==> src/rtl/mux2_arbiter.sv <==
// -----------------------------------------------------------------------------
// mux2_arbiter
//
// Two-requester arbiter/sequencer for the shared WIDTH-bit mux2 datapath.
// Drives the mux2 selection input and registers the selected word into a
// single output stage with valid/ready handshaking. Ties are broken
// round-robin and a granted requester may stream up to MAX_BURST beats.
//
// Optional build macro:
//   MUX_ARB_FIXED_PRIO_EN  defined   -> fixed priority, A over B (B may starve)
//                          undefined -> round-robin using the 'last' register
//
// Ports:
//   clk        in   1      rising-edge clock
//   rst_n      in   1      asynchronous active-low reset
//   a_valid    in   1      requester A has data
//   a_data     in   WIDTH  requester A word (mux2 input A, selection=0)
//   a_ready    out  1      A beat accepted this cycle
//   b_valid    in   1      requester B has data
//   b_data     in   WIDTH  requester B word (mux2 input B, selection=1)
//   b_ready    out  1      B beat accepted this cycle
//   sel        out  1      mux2 selection (0 in GNT_A, 1 in GNT_B, held in IDLE)
//   out_valid  out  1      output register holds a word
//   out_data   out  WIDTH  registered mux2 output
//   out_ready  in   1      consumer accepts out_data
//   busy       out  1      arbiter is not idle
// -----------------------------------------------------------------------------

// Plain 2:1 word multiplexer shared by both producers.
module mux2 #(
  parameter int unsigned WIDTH = 32
) (
  input  logic [WIDTH-1:0] a,
  input  logic [WIDTH-1:0] b,
  input  logic             selection,
  output logic [WIDTH-1:0] result
);
  assign result = selection ? b : a;
endmodule

module mux2_arbiter #(
  parameter int unsigned WIDTH     = 32,
  parameter int unsigned MAX_BURST = 4
) (
  input  logic             clk,
  input  logic             rst_n,
  input  logic             a_valid,
  input  logic [WIDTH-1:0] a_data,
  output logic             a_ready,
  input  logic             b_valid,
  input  logic [WIDTH-1:0] b_data,
  output logic             b_ready,
  output logic             sel,
  output logic             out_valid,
  output logic [WIDTH-1:0] out_data,
  input  logic             out_ready,
  output logic             busy
);

  localparam int unsigned CW = $clog2(MAX_BURST + 1);

  typedef enum logic [1:0] {
    ST_IDLE  = 2'd0,
    ST_GNT_A = 2'd1,
    ST_GNT_B = 2'd2
  } state_e;

  typedef enum logic {
    REQ_A = 1'b0,
    REQ_B = 1'b1
  } req_e;

  state_e           r_state;
  state_e           w_state_nxt;
  logic             r_sel;
  req_e             r_last;
  logic [CW-1:0]    r_burst_cnt;
  logic             r_out_valid;
  logic [WIDTH-1:0] r_out_data;

  logic [WIDTH-1:0] w_mux_out;
  logic             w_out_free;
  logic             w_acc_a;
  logic             w_acc_b;
  logic             w_accept;
  logic             w_release;
  logic             w_clear_cnt;
  logic [CW-1:0]    w_cnt_inc;
  logic             w_burst_done;
  state_e           w_idle_pick;
  state_e           w_rel_a;
  state_e           w_rel_b;

  mux2 #(.WIDTH(WIDTH)) u_mux2 (
    .a         (a_data),
    .b         (b_data),
    .selection (r_sel),
    .result    (w_mux_out)
  );

  // Output stage can take a new beat when empty or being drained this cycle.
  assign w_out_free   = !r_out_valid || out_ready;
  assign w_cnt_inc    = r_burst_cnt + CW'(1);
  assign w_burst_done = (w_cnt_inc == CW'(MAX_BURST));

  // Grant choice from IDLE and on release from either grant state.
  always_comb begin
    w_idle_pick = ST_IDLE;
    w_rel_a     = ST_IDLE;
    w_rel_b     = ST_IDLE;
`ifdef MUX_ARB_FIXED_PRIO_EN
    if (a_valid)      w_idle_pick = ST_GNT_A;
    else if (b_valid) w_idle_pick = ST_GNT_B;
    w_rel_a = w_idle_pick;
    w_rel_b = w_idle_pick;
`else
    unique case ({a_valid, b_valid})
      2'b11:   w_idle_pick = (r_last == REQ_B) ? ST_GNT_A : ST_GNT_B;
      2'b10:   w_idle_pick = ST_GNT_A;
      2'b01:   w_idle_pick = ST_GNT_B;
      default: w_idle_pick = ST_IDLE;
    endcase
    // Releasing requester yields to the other; it only re-enters on its
    // own when the other side is idle (burst expiry with valid still high).
    if (b_valid)      w_rel_a = ST_GNT_B;
    else if (a_valid) w_rel_a = ST_GNT_A;
    if (a_valid)      w_rel_b = ST_GNT_A;
    else if (b_valid) w_rel_b = ST_GNT_B;
`endif
  end

  // Next state, accept and release.
  always_comb begin
    w_state_nxt = r_state;
    w_acc_a     = 1'b0;
    w_acc_b     = 1'b0;
    w_release   = 1'b0;
    unique case (r_state)
      ST_IDLE: begin
        w_state_nxt = w_idle_pick;
      end
      ST_GNT_A: begin
        w_acc_a   = a_valid && w_out_free;
        w_release = !a_valid || (w_acc_a && w_burst_done);
        if (w_release) w_state_nxt = w_rel_a;
      end
      ST_GNT_B: begin
        w_acc_b   = b_valid && w_out_free;
        w_release = !b_valid || (w_acc_b && w_burst_done);
        if (w_release) w_state_nxt = w_rel_b;
      end
      default: begin
        w_state_nxt = ST_IDLE;
      end
    endcase
  end

  assign w_accept    = w_acc_a || w_acc_b;
  // Counter restarts on every grant entry, including re-entry after expiry.
  assign w_clear_cnt = (r_state == ST_IDLE) || w_release;

  always_ff @(posedge clk or negedge rst_n) begin
    if (!rst_n) begin
      r_state     <= ST_IDLE;
      r_sel       <= 1'b0;
      r_last      <= REQ_B;
      r_burst_cnt <= '0;
      r_out_valid <= 1'b0;
      r_out_data  <= '0;
    end else begin
      r_state <= w_state_nxt;

      // sel tracks the grant and holds its value through IDLE.
      if (w_state_nxt == ST_GNT_A)      r_sel <= 1'b0;
      else if (w_state_nxt == ST_GNT_B) r_sel <= 1'b1;

      if (w_release) r_last <= (r_state == ST_GNT_B) ? REQ_B : REQ_A;

      if (w_clear_cnt)   r_burst_cnt <= '0;
      else if (w_accept) r_burst_cnt <= w_cnt_inc;

      if (w_accept) begin
        r_out_data  <= w_mux_out;
        r_out_valid <= 1'b1;
      end else if (out_ready) begin
        r_out_valid <= 1'b0;
      end
    end
  end

  assign a_ready   = w_acc_a;
  assign b_ready   = w_acc_b;
  assign sel       = r_sel;
  assign out_valid = r_out_valid;
  assign out_data  = r_out_data;
  assign busy      = (r_state != ST_IDLE);

endmodule
==> config.mk <==
export PLATFORM = sky130hd
export DESIGN_NAME = mux2_arbiter
export DESIGN_NICKNAME = d
export VERILOG_FILES = /design/src/rtl/mux2_arbiter.sv
export SDC_FILE = /design/constraint.sdc
export NUM_CORES = 1
export LEC_CHECK = 0
export CAP_MARGIN = 20
export CORE_MARGIN = 1.5
export CORE_UTILIZATION = 42
export CTS_BUF_LIST = sky130_fd_sc_hd__clkbuf_4 sky130_fd_sc_hd__clkbuf_8
export DETAILED_ROUTE_END_ITERATION = 6
export HOLD_SLACK_MARGIN = 0.12
export PLACE_DENSITY_LB_ADDON = 0.15
export SLEW_MARGIN = 40
export SYNTH_ARGS = -nofsm -noshare
export SYNTH_HDL_FRONTEND = slang
export SYNTH_SLANG_ARGS = --single-unit
==> constraint.sdc <==
create_clock -name clk -period 3.7 [get_ports clk]
set_input_delay 0.925 -clock clk [delete_from_list [all_inputs] [get_ports clk]]
set_output_delay 0.925 -clock clk [all_outputs]
set_load 0.01 [all_outputs]
==> impl_metrics.tcl <==
set metrics [dict create \
    status "complete, no violations" \
    rsz0062_at_grt "no" \
    netlist_instances 208 \
    drtIter0Drc 60 \
    clkSinkCount 40 \
    post-synth-top-count-cell "dfrtp_1" \
    synth-edff-count 0 \
    powerDensity_nw_per_um2 691 \
    core_um2 4790 \
    grt_pass1_wl_um 7940 \
    pin_count 106 \
    worstHoldPathCells 2 \
    ys_seq_area_frac 0.475 \
    cts_buffers 5 \
    post-route-util 0.692 \
    cpMostUsedCell "clkdlybuf4s50_1" \
    area_delta_synth_final_pct 57.2 \
    netlist_area_um2 2110 \
    ys_types 36 \
    slew_headroom 0.534 \
    synth_nets 284 \
    holdWs_ps 527 \
    synthArstFlopShare 1.00 \
    cts_resized 0 \
    antennaDiodeCount 0 \
    ys_ff_latch 40 \
    path_depth 4 \
    root_buffer "clkbuf_8" \
    path_clk_slew_ps 70 \
    port-buffer-count 105 \
    first_pass_iters 4 \
    yosysTopAreaCell "dfrtp_1" \
    wl_per_cell_um 12.9 \
    cp.required_ps 2770 \
    drv_slew 0 \
    grt-ovfl-total 0 \
    ys_top_cells_by_area "dfrtp_1, mux2i_1, a21oi_1, nor2_1, ha_1" \
    finalSetupViolations 0 \
    dp_hpwl_um 3720 \
    syn_avg_cell_area_um2 10.1 \
    cp_max_fo 5 \
    layout.nets 387 \
    yosys_warnings 0 \
    worstMarginPinSlew_ps 697 \
    crit_type "input pin to primary output" \
    endpoint_kind "primary output" \
    fp-row-count 25 \
    cp_slowest_cell "clkdlybuf4s50_1" \
    synth_top_area_share 0.463 \
    antenna_left 0 \
    period_needed_ps 3230 \
    p_leak_nw 1.50 \
    fin_crit_sh 0.872 \
    die_w_um 73.9 \
    max_clock_freq_mhz 310 \
    cts-hold-fix-buffers 0 \
    instances_no_fill 379 \
    finalPower_mw 2.29 \
    gp_congestion 0.927 \
    antenna_found_initial 0 \
    finClkSkew_ps 5.53 \
    cts_setup_buffers 0 \
    initial_core_util 0.441 \
    fin_setup_tns_ps 0 \
    arrival_ps 2300 \
    tritoncts "built" \
    critPathBufInv 2 \
    grt_max_degree 43 \
    slowest_delay_ps 540 \
    maxCapViolCount 0 \
    synthFlopType "dfrtp_1" \
    dr_total_vias 1859 \
    finalWirelength_um 4910 \
    peakVddDrop_mv 0.298 \
    cp_top_family "buffers and inverters" \
    htree_levels 2 \
    cts_buffer_depth 2 \
    die_h_um 73.9 \
    reg2regPathDepth 7 \
    synth.top_cells.by_count "dfrtp_1, nor2_1, mux2i_1" \
    start_kind "input pin" \
    dp_cells 371 \
    viasPerCell 4.91 \
    drc 0 \
    drive_gt1_frac 0.0641 \
    grt_pass1_vias 1790 \
    clkLatencyLatePin_ps 280 \
    grt_usage 0.192 \
    cp_cell_sequence "clkdlybuf4s50_1 -> nand2_1 -> nor2_1 -> clkdlybuf4s50_1" \
    final_hold_viol_count 0 \
    dieArea_um2 5450 \
    min_path_type "flip-flop to flip-flop" \
]
## stage by stage
step | cell area, µm² | setup slack, ps
global route | 3310 | 393
detailed placement | 3220 | 464
finish | 3310 | 473
global placement | 3210 | 497
CTS | 3310 | 470
floorplan | 2110 | 1330
## final timing paths
check | startpoint | endpoint | slack [ps]
min in group asynchronous | rst_n | r_state[0] | 610
worst min-delay path | out_data[24] | out_data[24] | 530
max in group asynchronous | rst_n | sel | 2720
worst max-delay path | b_valid | b_ready | 470
worst max register to register | r_burst_cnt[0] | sel | 1430
worst min register to register | out_data[24] | out_data[24] | 530
## worst register-to-register path, stage by stage, from the launching register on
cell	delay [ps]
dfrtp_1	420
ha_1	250
xor2_2	210
and3_4	210
o31a_1	300
a311o_1	340
ha_1	290
mux2i_1	170
## where the power goes
group,internal [mW],switching (mW)
combinational,0.661,0.567
clock,0.167,0.142
sequential,0.642,0.111
total,1.47,0.821
## per-layer routing
| metal | routed length [µm] | GRT usage | up-vias |
|---|---|---|---|
| met4 | 51 | 0.0597 | 0 |
| met5 | 0 | 0 | - |
| met1 | 2060 | 0.221 | 862 |
| met2 | 2450 | 0.332 | 63 |
| li1 | - | - | 928 |
| met3 | 348 | 0.0700 | 6 |
## placed cells by master (no fill, tap or decap), types with 2 or more instances in the layout
master	instances
o311a_1	2
nor2b_1	2
clkbuf_8	6
dfrtp_1	38
o21ai_0	3
a21oi_1	32
a31oi_1	3
mux2i_1	34
clkbuf_4	2
inv_1	9
nand2_1	5
nand3_1	3
clkdlybuf4s50_1	104
nor2_1	36
and2_1	2
buf_4	2
ha_1	7
## logic make-up after synthesis
family,share of synthesized area
AND/OR/NAND/NOR,0.118
AO/OA/AOI/OAI,0.143
flip-flops,0.475
multiplexers,0.161
buffers and inverters,0.0451
adder cells (fa/ha/maj),0.0415
XOR/XNOR,0.0160
## layout make-up
type	count	area [µm²]
tap	67	83.8
clock buffer	8	97.6
multi-input combinational	148	1020
sequential	40	1000
fill	393	1470
inverter	9	33.8
timing repair buffer	107	1080
## state kept, by name, summed over array words and instances (netlist names)
signal / count
out_data: 32
r_burst_cnt: 3
r_state: 2
out_valid: 1
r_last: 1
sel: 1
(Power assumes the default switching activity.)
